## src/rtl/char_transmit_control_pkg.sv

```systemverilog
// Serial framing constants shared by the transmit and receive character paths.
// Both ends import this so their bit/sample numbering stays identical.
package char_transmit_control_pkg;

    localparam int SAMPLES_PER_BIT = 16;
    localparam logic [3:0] BSC_LAST = 4'(SAMPLES_PER_BIT - 1);

    localparam logic START_BIT = 1'b0;
    localparam logic STOP_BIT  = 1'b1;

    localparam logic [0:0] IDLE = 1'b0;
    localparam logic [0:0] SEND = 1'b1;

    // Start + data + stop, as a count of bit slots in one character frame.
    function automatic int frame_bits(input int data_bits);
        return data_bits + 2;
    endfunction

    localparam int FRAME_BITS = frame_bits(8);

endpackage

```

## src/rtl/char_transmit_control_bit_sample_counter.sv

```systemverilog
// Bit identifier / bit sample counter pair (BIC/BSC) with enable, clear and wrap.
// Shared with the receive side so both ends number bits and samples the same way.
module bit_sample_counter
    import char_transmit_control_pkg::*;
(
    input  logic       clk,
    input  logic       rst_n,
    input  logic       clear,
    input  logic       enable,
    output logic [3:0] bsc,
    output logic [3:0] bic
);

    logic [3:0] bsc_r;
    logic [3:0] bic_r;

    // Sample count advances every enabled clock; bit count advances when it wraps.
    always_ff @(posedge clk or negedge rst_n) begin
        if (!rst_n) begin
            bsc_r <= 4'd0;
            bic_r <= 4'd0;
        end else if (clear) begin
            bsc_r <= 4'd0;
            bic_r <= 4'd0;
        end else if (enable) begin
            if (bsc_r == BSC_LAST) begin
                bsc_r <= 4'd0;
                bic_r <= bic_r + 4'd1;
            end else begin
                bsc_r <= bsc_r + 4'd1;
            end
        end
    end

    assign bsc = bsc_r;
    assign bic = bic_r;

endmodule

```

## src/rtl/char_transmit_control.sv

```systemverilog
// Serial character transmitter: start bit, DATA_BITS data bits LSB-first, stop bit,
// each bit held for 16 enabled clocks of the 16x sample clock.
module char_transmit_control
    import char_transmit_control_pkg::*;
#(
    parameter int DATA_BITS = 8
) (
    input  logic       clk,
    input  logic       reset,
    input  logic       enable,
    input  logic       load,
    input  logic [7:0] txData,
    output logic       serialOut,
    output logic       txBusy,
    output logic       charSent,
    output logic [3:0] BIC,
    output logic [3:0] BSC
);

    localparam logic [3:0] LAST_DATA_BIC = 4'(DATA_BITS);
    localparam logic [3:0] STOP_BIC      = 4'(frame_bits(DATA_BITS) - 1);

    logic [0:0]           state_r;
    logic [0:0]           state_next_s;
    logic [DATA_BITS-1:0] shift_r;
    logic [DATA_BITS-1:0] shift_next_s;
    logic                 serial_r;
    logic                 serial_next_s;
    logic                 busy_r;
    logic                 busy_next_s;
    logic                 sent_r;
    logic [3:0]           bic_s;
    logic [3:0]           bsc_s;
    logic                 step_s;
    logic                 wrap_s;
    logic                 frame_end_s;
    logic                 cnt_clear_s;

    assign step_s      = (state_r == SEND) && enable;
    assign wrap_s      = step_s && (bsc_s == BSC_LAST);
    assign frame_end_s = wrap_s && (bic_s == STOP_BIC);
    assign cnt_clear_s = (state_r == IDLE) || frame_end_s;

    bit_sample_counter u_counter (
        .clk    (clk),
        .rst_n  (reset),
        .clear  (cnt_clear_s),
        .enable (step_s),
        .bsc    (bsc_s),
        .bic    (bic_s)
    );

    // Next state, shift register and line level; the line only changes on bit boundaries.
    // At each boundary the line takes the current LSB and the register shifts, so the
    // register always holds the next bit to send.
    always_comb begin
        state_next_s  = state_r;
        shift_next_s  = shift_r;
        serial_next_s = serial_r;
        busy_next_s   = busy_r;
        case (state_r)
            IDLE: begin
                if (load) begin
                    state_next_s  = SEND;
                    shift_next_s  = txData[DATA_BITS-1:0];
                    serial_next_s = START_BIT;
                    busy_next_s   = 1'b1;
                end else begin
                    serial_next_s = STOP_BIT;
                    busy_next_s   = 1'b0;
                end
            end
            SEND: begin
                if (frame_end_s) begin
                    state_next_s  = IDLE;
                    serial_next_s = STOP_BIT;
                    busy_next_s   = 1'b0;
                end else if (wrap_s) begin
                    if (bic_s < LAST_DATA_BIC) begin
                        serial_next_s = shift_r[0];
                        shift_next_s  = shift_r >> 1;
                    end else begin
                        serial_next_s = STOP_BIT;
                    end
                end else begin
                    serial_next_s = serial_r;
                end
            end
            default: begin
                state_next_s  = IDLE;
                serial_next_s = STOP_BIT;
                busy_next_s   = 1'b0;
            end
        endcase
    end

    // State and output registers; reset forces the line back to mark immediately.
    always_ff @(posedge clk or negedge reset) begin
        if (!reset) begin
            state_r  <= IDLE;
            shift_r  <= '0;
            serial_r <= STOP_BIT;
            busy_r   <= 1'b0;
            sent_r   <= 1'b0;
        end else begin
            state_r  <= state_next_s;
            shift_r  <= shift_next_s;
            serial_r <= serial_next_s;
            busy_r   <= busy_next_s;
            sent_r   <= frame_end_s;
        end
    end

    assign serialOut = serial_r;
    assign txBusy    = busy_r;
    assign charSent  = sent_r;
    assign BIC       = bic_s;
    assign BSC       = bsc_s;

endmodule

```

## config.mk

```make
export PLATFORM = sky130hd
export DESIGN_NAME = char_transmit_control
export DESIGN_NICKNAME = d
export VERILOG_FILES = /design/src/rtl/char_transmit_control_pkg.sv /design/src/rtl/char_transmit_control_bit_sample_counter.sv /design/src/rtl/char_transmit_control.sv
export SDC_FILE = /design/constraint.sdc
export NUM_CORES = 1
export LEC_CHECK = 0
export ABC_CLOCK_PERIOD_IN_PS = 4950
export CAP_MARGIN = 20
export CORE_MARGIN = 2
export CORE_UTILIZATION = 52
export DETAILED_ROUTE_END_ITERATION = 10
export GPL_TIMING_DRIVEN = 0
export PLACE_DENSITY_LB_ADDON = 0.25
export REMOVE_ABC_BUFFERS = 1
export SETUP_SLACK_MARGIN = 0.3
export SLEW_MARGIN = 30
export SYNTH_ARGS = -nofsm -noshare
export SYNTH_HDL_FRONTEND = slang
export SYNTH_SLANG_ARGS = --single-unit
```

## constraint.sdc

```tcl
create_clock -name clk -period 4.95 [get_ports clk]
set_input_delay 0.495 -clock clk [delete_from_list [all_inputs] [get_ports clk]]
set_output_delay 0.495 -clock clk [all_outputs]
set_load 0.005 [all_outputs]
```

==> Word level (Yosys, flattened, before mapping) <==
Cells that the tools add are included.
{ "word_totals": {"input_bits": 12, "register_bits": 20, "output_inout_bits": 11, "wordCells": 48} }
{ "classes": {"muxes": 21, "add_sub_neg": 2, "n_bitwise": 1, "reduce_logical": 8, "eq_ne": 8, "magnitude_cmp": 1} }
{ "ops": {"columns": ["operator", "count"], "rows": [
  ["$mux 8", 4],
  ["$mux 4", 6],
  ["$pmux 8 s2", 1],
  ["$add 4x1->4 const B", 2],
  ["$eq 4x4->1 const B", 2],
  ["$mux 1", 7],
  ["$ne 2x1->1 const B", 3],
  ["$pmux 1 s2", 3],
  ["$lt 4x4->1 const B", 1],
  ["$ne 2x2->1 const B", 2],
  ["$reduce_and 4->1", 1],
  ["$reduce_bool 2->1", 2],
  ["$logic_and 1x1->1", 3],
  ["$ne 3x1->1 const B", 1],
  ["$reduce_and 2->1", 1],
  ["$logic_or 1x1->1", 1],
  ["$not 1->1", 1]
]} }

==> Logic depth before layout (Yosys ltp) <==
Gate-level depths: netlist of run 1.
{ "depth": {"word_depth": 6, "mapped_depth": 5, "depth_no_buf": 5} }

==> Cells and area by module <==
A second synthesis of run 1 with hierarchy kept.
{ "hier_totals": {"cells_unflattened": 83, "hier_area_um2": 983.4} }
{ "by_module_without_submodules": {"columns": ["module", "seq_area_each_um2", "n_inst", "area_each_um2", "cells_each"], "rows": [
  ["char_transmit_control", 301.5, 1, 586.8, 45],
  ["bit_sample_counter", 200.2, 1, 396.6, 38]
]} }

==> Least setup slack after synthesis of run 1 <==
No wires, ideal clock.
{ "synth_path": {"path_type": "reg-to-reg", "startpoint": "register u_counter.bsc_r[0] (netlist: u_counter.bsc[0])", "endpoint": "register shift_r[7]", "path_stages_with_launch": 6, "period_less_slack_ns": 1.642, "setup_time_ns": 0.120, "n_path_buf": 1, "slack_ns": 3.308, "t_required_ns": 4.830, "t_arrival_ns": 1.522, "path_cell_list": "dfrtp_1 ha_1 nand4_4 or3_1 buf_2 a31o_2"} }
{ "synth_via": {"elab_chain_cells": 5, "word_cells_on_any_way": 6, "classes_between": "eq/ne (3); reduce/logical (3)"} }
{ "synth_lines": {"columns": ["element", "line_no", "rtl"], "rows": [
  ["from (decl)", "char_transmit_control_bit_sample_counter.sv:14", "logic [3:0] bsc_r;"],
  ["from (signal assigned)", "char_transmit_control_bit_sample_counter.sv:30", "bsc_r <= bsc_r + 4'd1;"],
  ["$eq 4x4->1 (*)", "char_transmit_control.sv:40", "assign wrap_s = step_s && (bsc_s == BSC_LAST);"],
  ["$logic_and 1x1->1 (*)", "char_transmit_control.sv:40", null],
  ["$logic_and 1x1->1", "char_transmit_control.sv:41", "assign frame_end_s = wrap_s && (bic_s == STOP_BIC);"],
  ["$ne 2x2->1 (no line)", null, null],
  ["$reduce_and 4->1 (no line) (*)", null, null],
  ["to (signal assigned)", "char_transmit_control.sv:107", "shift_r <= shift_next_s;"],
  ["to (decl)", "char_transmit_control.sv:25", "logic [DATA_BITS-1:0] shift_r;"]
]} }
Mark *: on every way between the ends. The rest lies on a longest branch, timed or not.
A chain may end at the register's enable or synchronous reset.

==> Final worst setup path of run 1 <==
{ "layout_path": {"startpoint": "input port enable", "endpoint": "register shift_r[1]"} }
{ "layout_via": {"elab_chain_cells": 5, "word_cells_on_any_way": 6, "classes_between": "eq/ne (2); reduce/logical (4)"} }
{ "layout_lines": {"columns": ["element", "line_no", "rtl"], "rows": [
  ["from (decl)", "char_transmit_control.sv:10", "input logic enable,"],
  ["$logic_and 1x1->1 (*)", "char_transmit_control.sv:39", "assign step_s = (state_r == SEND) && enable;"],
  ["$logic_and 1x1->1 (*)", "char_transmit_control.sv:40", null],
  ["$logic_and 1x1->1", "char_transmit_control.sv:41", null],
  ["$ne 2x2->1 (no line)", null, null],
  ["$reduce_and 4->1 (no line) (*)", null, null]
]} }
Marked as above.

==> results of run 1 <==
==> power by group <==
group          switching (mW)  leakage (nW)  internal, mW
clock                  0.0531        0.0279        0.0818
sequential             0.0557         0.240         0.225
combinational          0.0618         0.227         0.112
total                   0.171         0.495         0.418
==> worst max-delay path by stage <==
stage / from / cells after the start / slack [ns] / to
final: enable / 4 / 2.99 / shift_r[1]$_DFFE_PN0P_
after CTS: enable / 4 / 3.01 / shift_r[0]$_DFFE_PN0P_
after global placement: enable / 4 / 2.70 / shift_r[1]$_DFFE_PN0P_
after global routing: enable / 4 / 2.93 / shift_r[0]$_DFFE_PN0P_
after floorplan: u_counter.bsc[0]$_DFFE_PN0P_ / 4 / 3.32 / shift_r[7]$_DFFE_PN0P_
after detailed placement: enable / 4 / 2.68 / shift_r[1]$_DFFE_PN0P_
==> routing by layer <==
metal	wire length, um	global-route usage (%)	share of wire (%)	up-vias
met3	74	3.40	3.9	4
met5	0	0	0	-
met1	894	29.5	47	366
met2	918	28.8	48	19
li1	-	-	-	379
met4	24	6.49	1.3	0
==> registers in the layout (all words and copies together) (netlist names) <==
name	cells
charSent	1
serialOut	1
shift_r	8
state_r	1
txBusy	1
u_counter.bic	4
u_counter.bsc	4
==> layout by cell type, fill, tap and decap left out <==
cell,count
nor2_1,6
nand3_1,2
xnor2_1,1
nand4_4,1
or3_1,2
bufinv_16,1
xor2_1,1
or2_2,1
nor2b_1,1
nand3b_1,3
mux2i_1,1
buf_2,1
nand4b_1,1
nor3_1,1
dfrtp_1,19
o211ai_1,1
inv_1,4
and4_1,1
and2_1,1
o31ai_4,1
nand2_1,6
o221a_1,7
a31oi_1,1
a31o_2,1
or4_1,1
clkbuf_4,3
a21oi_1,7
dfstp_2,1
nand2b_1,10
ha_1,3
clkdlybuf4s50_1,21
o21ai_0,4
==> cell type report <==
cell class | count | area share, %
multi-input combinational | 65 | 36.3
tap | 25 | 2.44
timing repair buffer | 22 | 16.8
inverter | 4 | 1.17
clock buffer | 3 | 1.76
sequential | 20 | 39.2
clock inverter | 1 | 2.34
==> metrics by stage <==
step | util, % | cells | power [mW] | setup slack [ns] | hold slack, ns
4_1_cts | 72.9 | 140 | 0.595 | 3.01 | 0.516
3_3_place_gp | 69.9 | 136 | 0.449 | 2.70 | 0.490
5_1_grt | 72.6 | 140 | 0.631 | 2.93 | 0.135
6_report | 72.6 | 140 | 0.589 | 2.99 | 0.110
2_1_floorplan | - | 89 | 0.368 | 3.32 | 0.199
3_5_place_dp | 69.9 | 136 | 0.459 | 2.68 | 0.499
==> worst reg2reg max path: stages (launching register included) <==
cell,delay [ns]
dfrtp_1,0.44
ha_1,0.29
nand4_4,0.19
or3_1,0.50
o221a_1,0.31
==> cells by family after synthesis <==
family	after synthesis
AO/OA/AOI/OAI	22
XOR/XNOR	2
adder cells (fa/ha/maj)	3
buffers and inverters	7
flip-flops	20
multiplexers	1
AND/OR/NAND/NOR	37
==> reports/results.tsv, run 1 <==
stage	metric	value	unit
critical_path	Worst Setup End Kind	flop	
final_layout	cell area after layout	0.00128	mm2
global_routing	largest net degree at the start of global routing	21	
clocking	postcts setup bufs	0	
global_routing	gr usage total	19.7	%
critical_path	crit-path max cell delay	0.64	ns
die	die area	0.00228	mm2
synthesis	post-synth top area share	47.8	%
critical_path	reg2reg start	u_counter.bsc[0]$_DFFE_PN0P_	
routing	Residual DRC	0	
critical_path	Crit Path Category	primary input to flop	
global_routing	number of global-route vias before repair	702	
critical_path	Worst Reg-to-Reg Cells	4	
critical_path	Buf/Inv on CP	1	
synthesis	Cells after Synth	92	
synthesis	ys async rst share	100	%
timing	final setup vio count	0	
power_and_ir_drop	P_leak	0.495	nW
min_path	min-delay worst type	primary input to asynchronous set/reset pin	
synthesis	xor/xnor share of the synthesized area	1.76	%
final_layout	area occupied by multi-input gates	465	um2
run_status	outcome	finished, final reports clean	
final_layout	layout cells sized above 1	8.70	%
timing	setup TNS	0	ns
critical_path	slowest stage cell, crit path	clkdlybuf4s50_1	
clocking	Max clock buf depth	2	
clocking	clk root buf	clkbuf_4	
timing	minimum clock period	1.96	ns
synthesis	post-synth cell types	30	
synthesis	most common cell in the netlist	dfrtp_1	
clocking	CTS sink count	20	
timing	Achievable Freq	509	MHz
clocking	# resized after CTS	0	
critical_path	Worst R2R Setup Slack	3.12	ns
die	core area	0.00176	mm2
timing	Max transition margin	61.4	%
global_routing	total grt overflow	0	
timing	RSZ-0062 raised after global routing	false	
synthesis	Syn Std Cell Area	995	um2
synthesis	most instantiated cells after synthesis	19 x dfrtp_1, 10 x nand2b_1, 7 x a21oi_1, 7 x o221a_1	
clocking	Clock Pin Slew Worst Setup and Hold Paths	0.12	ns
power_and_ir_drop	maximum VDD drop	0.344	mV
placed_design	GP Congestion	0.661	
synthesis	mux contribution to synthesized area	1.01	%
clocking	Clock Latency Late Sink	0.30	ns
critical_path	Worst path top cell family by delay	simple AND/OR/NAND/NOR gates	
synthesis	#FFs+latches synth	20	
critical_path	crit-path max FO	9	
critical_path	end of the worst register-to-register path	shift_r[1]$_DFFE_PN0P_	
routing	final wirelength	1.91	mm
critical_path	CP cell instances	clkdlybuf4s50_1 > nand4_4 > or3_1 > o221a_1	
timing	Worst Tran Pin Value	0.578	ns
critical_path	arrival time worst endpoint	2.16	ns
placed_design	DPL Wire Length	1.35	mm
global_routing	first-pass GRT wire length	3.13	mm
clocking	htree depth	1	
routing	DRT iter0 DRCs	9	
routing	drt first pass iters	4	
synthesis	adder-cell area share of the yosys netlist	3.77	%
routing	vias per inst	5.49	
flow_run	maximum capacitance violations	0	
power_and_ir_drop	Power Density	459	mW/mm2
die	I/O Pins	23	
synthesis	Seq/Total Area, Yosys	50.4	%
synthesis	YS warnings	0	
synthesis	Top FF cell, synth	dfrtp_1	
final_layout	# fillers	144	
synthesis	Simple-Gate Fraction of Synth Area	22.4	%
synthesis	Synth Area in Compound Gates	17.9	%
global_routing	initial antenna violation count	0	
synthesis	post-synth top area cell	dfrtp_1	
synthesis	leading post-synthesis cells by cell area	dfrtp_1 48%, o221a_1 7.9%, nand2b_1 6.3%	
synthesis	Post-synth EDFFs	0	
die	die width	47.7	um
clocking	total CTS buffers	3	
timing	worst clock skew	0.00341	ns
routing	Antenna Nets Post-Route	0	
synthesis	Avg Cell Area, Syn	10.8	um2
timing	Hold Fails Final Rpt	0	
die	height of the chip	47.7	um
clocking	cts hold-fix bufs	0	
clocking	CTS tree	yes	
timing	Tcrit/Tclk final	39.7	%
die	FP Rows	15	
final_layout	antenna cells	0	
final_layout	register area	502	um2
critical_path	Worst Setup Start Kind	primary input	
routing	via count	768	
routing	wire per inst	13.7	um
critical_path	worst path required time	5.15	ns
timing	fin. max-slew vios	0	
die	Initial Util	56.4	%
final_layout	Area Overhead vs Synth	28.8	%
placed_design	Area after DPL	0.00123	mm2
synthesis	largest family of logic cells by synthesized area	simple AND/OR/NAND/NOR gates	
placed_design	PortBufs	22	
final_layout	fin nets	131	
(Power assumes the default switching activity.)
==> run 2: changes to the inputs <==
Settings changed: ABC_CLOCK_PERIOD_IN_PS 4950 to 1600, CORE_UTILIZATION 52 to 43.
Clock period 4.95 ns to 1.6 ns, I/O delays scaled along.
==> reports/results.tsv, run 2 (synthesis results as in run 1) <==
stage	metric	value	unit
critical_path	reg2reg start	u_counter.bsc[1]$_DFFE_PN0P_	
clocking	Max clock buf depth	2	
run_status	outcome	finished, final reports clean	
routing	Antenna Nets Post-Route	0	
timing	Achievable Freq	672	MHz
routing	via count	911	
routing	vias per inst	5.39	
routing	drt first pass iters	5	
clocking	CTS sink count	20	
routing	Residual DRC	0	
timing	fin. max-slew vios	0	
final_layout	most common cell after layout, fill and taps aside	buf_4	
critical_path	Crit Path Category	flop to flop	
final_layout	Finished Core Util	70.9	%
critical_path	arrival time worst endpoint	1.74	ns
global_routing	first-pass GRT wire length	3.89	mm
die	FP Rows	17	
placed_design	PortBufs	22	
placed_design	GP Congestion	0.739	
placed_design	DPL Wire Length	1.38	mm
final_layout	fin nets	157	
clocking	Clock Pin Slew Worst Setup and Hold Paths	0.12	ns
critical_path	crit-path max FO	5	
die	I/O Pins	23	
timing	final setup vio count	0	
final_layout	antenna cells	0	
global_routing	total grt overflow	0	
power_and_ir_drop	Power Density	1390	mW/mm2
timing	Max transition margin	59.5	%
clocking	total CTS buffers	3	
power_and_ir_drop	total power	2.15	mW
critical_path	Worst Reg-to-Reg Cells	6	
timing	Tcrit/Tclk final	93.1	%
final_layout	layout cells sized above 1	32.6	%
die	height of the chip	52.1	um
die	die width	52.1	um
critical_path	Worst Setup End Kind	flop	
routing	final wirelength	2.57	mm
final_layout	max FFs per register	8	
die	Initial Util	45.4	%
final_layout	Top reg by flops	shift_r	
final_layout	Area Overhead vs Synth	56.2	%
timing	Worst Tran Pin Value	0.606	ns
power_and_ir_drop	maximum VDD drop	0.926	mV
global_routing	number of global-route vias before repair	860	
clocking	clk root buf	clkbuf_4	
min_path	min-delay worst type	primary input to asynchronous set/reset pin	
global_routing	largest net degree at the start of global routing	21	
clocking	CTS tree	yes	
critical_path	worst path required time	1.85	ns
clocking	Clock Latency Late Sink	0.31	ns
flow_run	maximum capacitance violations	0	
timing	Hold Fails Final Rpt	0	
timing	RSZ-0062 raised after global routing	true	
critical_path	Worst Setup Start Kind	flop	
critical_path	end of the worst register-to-register path	shift_r[3]$_DFFE_PN0P_	
timing	minimum clock period	1.49	ns
critical_path	Worst R2R Setup Slack	0.11	ns
power_and_ir_drop	P_leak	0.671	nW
timing	worst hold slack	0.326	ns
die	core area	0.00219	mm2
routing	DRT iter0 DRCs	15	
timing	worst clock skew	0.00458	ns
final_layout	most frequent cells in the layout	19 x buf_4, 15 x dfrtp_1, 10 x nand2b_1, 10 x clkdlybuf4s50_1, 9 x dlygate4sd2_1	
die	die area	0.00271	mm2
clocking	htree depth	1	
global_routing	initial antenna violation count	0	
routing	wire per inst	15.2	um
global_routing	gr usage total	19.7	%
==> run 2: cell types whose count changed in the layout (fill, tap and decap cells not counted), sizes merged <==
| cell | before | now |
|---|---|---|
| dlygate4sd3 | 0 | 1 |
| clkdlybuf4s50 | 21 | 10 |
| clkinvlp | 0 | 1 |
| dlymetal6s2s | 0 | 2 |
| buf | 1 | 26 |
| inv | 4 | 3 |
| dlygate4sd2 | 0 | 9 |
==> run 2: stage by stage <==
step           cell area (um2)  setup TNS, ns  setup slack, ns  instances
2_1_floorplan              982         -0.234          -0.0316         89
3_3_place_gp              1240          -2.72           -0.330        139
3_5_place_dp              1240          -2.79           -0.337        139
4_1_cts                   1440              0           0.0804        159
5_1_grt                   1550              0           0.0322        169
6_report                  1550              0            0.111        169
==> run 2: worst max path at each step <==
stage | slack, ns | cells past startpoint | startpoint | end
6_report | 0.11 | 6 | u_counter.bsc[1]$_DFFE_PN0P_ | shift_r[3]$_DFFE_PN0P_
5_1_grt | 0.03 | 6 | u_counter.bsc[1]$_DFFE_PN0P_ | shift_r[3]$_DFFE_PN0P_
4_1_cts | 0.08 | 2 | u_counter.bsc[1]$_DFFE_PN0P_ | BSC[1]
3_5_place_dp | -0.34 | 4 | enable | shift_r[3]$_DFFE_PN0P_
3_3_place_gp | -0.33 | 4 | enable | shift_r[4]$_DFFE_PN0P_
2_1_floorplan | -0.03 | 4 | u_counter.bsc[0]$_DFFE_PN0P_ | shift_r[7]$_DFFE_PN0P_
==> run 2: what timing repair did <==
item                                   in CTS  in global routing
pin swaps                                   5                 12
hold buffers                                0                  1
buffers inserted                           16                  9
endpoints found under the hold margin       0                 19
setup endpoints to repair                  27                 18
resized for setup                          21                 11
==> run 2: per-layer routing <==
| metal | wire (um) | GRT usage (%) |
|---|---|---|
| met5 | 0 | 0 |
| met4 | 43 | 3.95 |
| met3 | 139 | 5.17 |
| met2 | 1280 | 33.8 |
| met1 | 1110 | 25.0 |
==> run 2: critical path, cell delays in order, from the launching register on <==
cell,delay (ns)
dfrtp_1,0.42
ha_4,0.17
nand4_4,0.11
buf_6,0.16
o31ai_4,0.25
buf_6,0.15
o221a_1,0.19
==> run 2: final cells by class <==
type	count	area, um2
sequential	20	507
clock inverter	1	30.0
clock buffer	3	22.5
fill	160	637
timing repair buffer	48	429
multi-input combinational	65	512
tap	28	35.0
inverter	4	18.8
==> run 2: report_power, final <==
group	internal [mW]	total, mW	switching (mW)
Sequential	0.701	0.853	0.152
Combinational	0.554	0.884	0.330
Clock	0.253	0.415	0.162
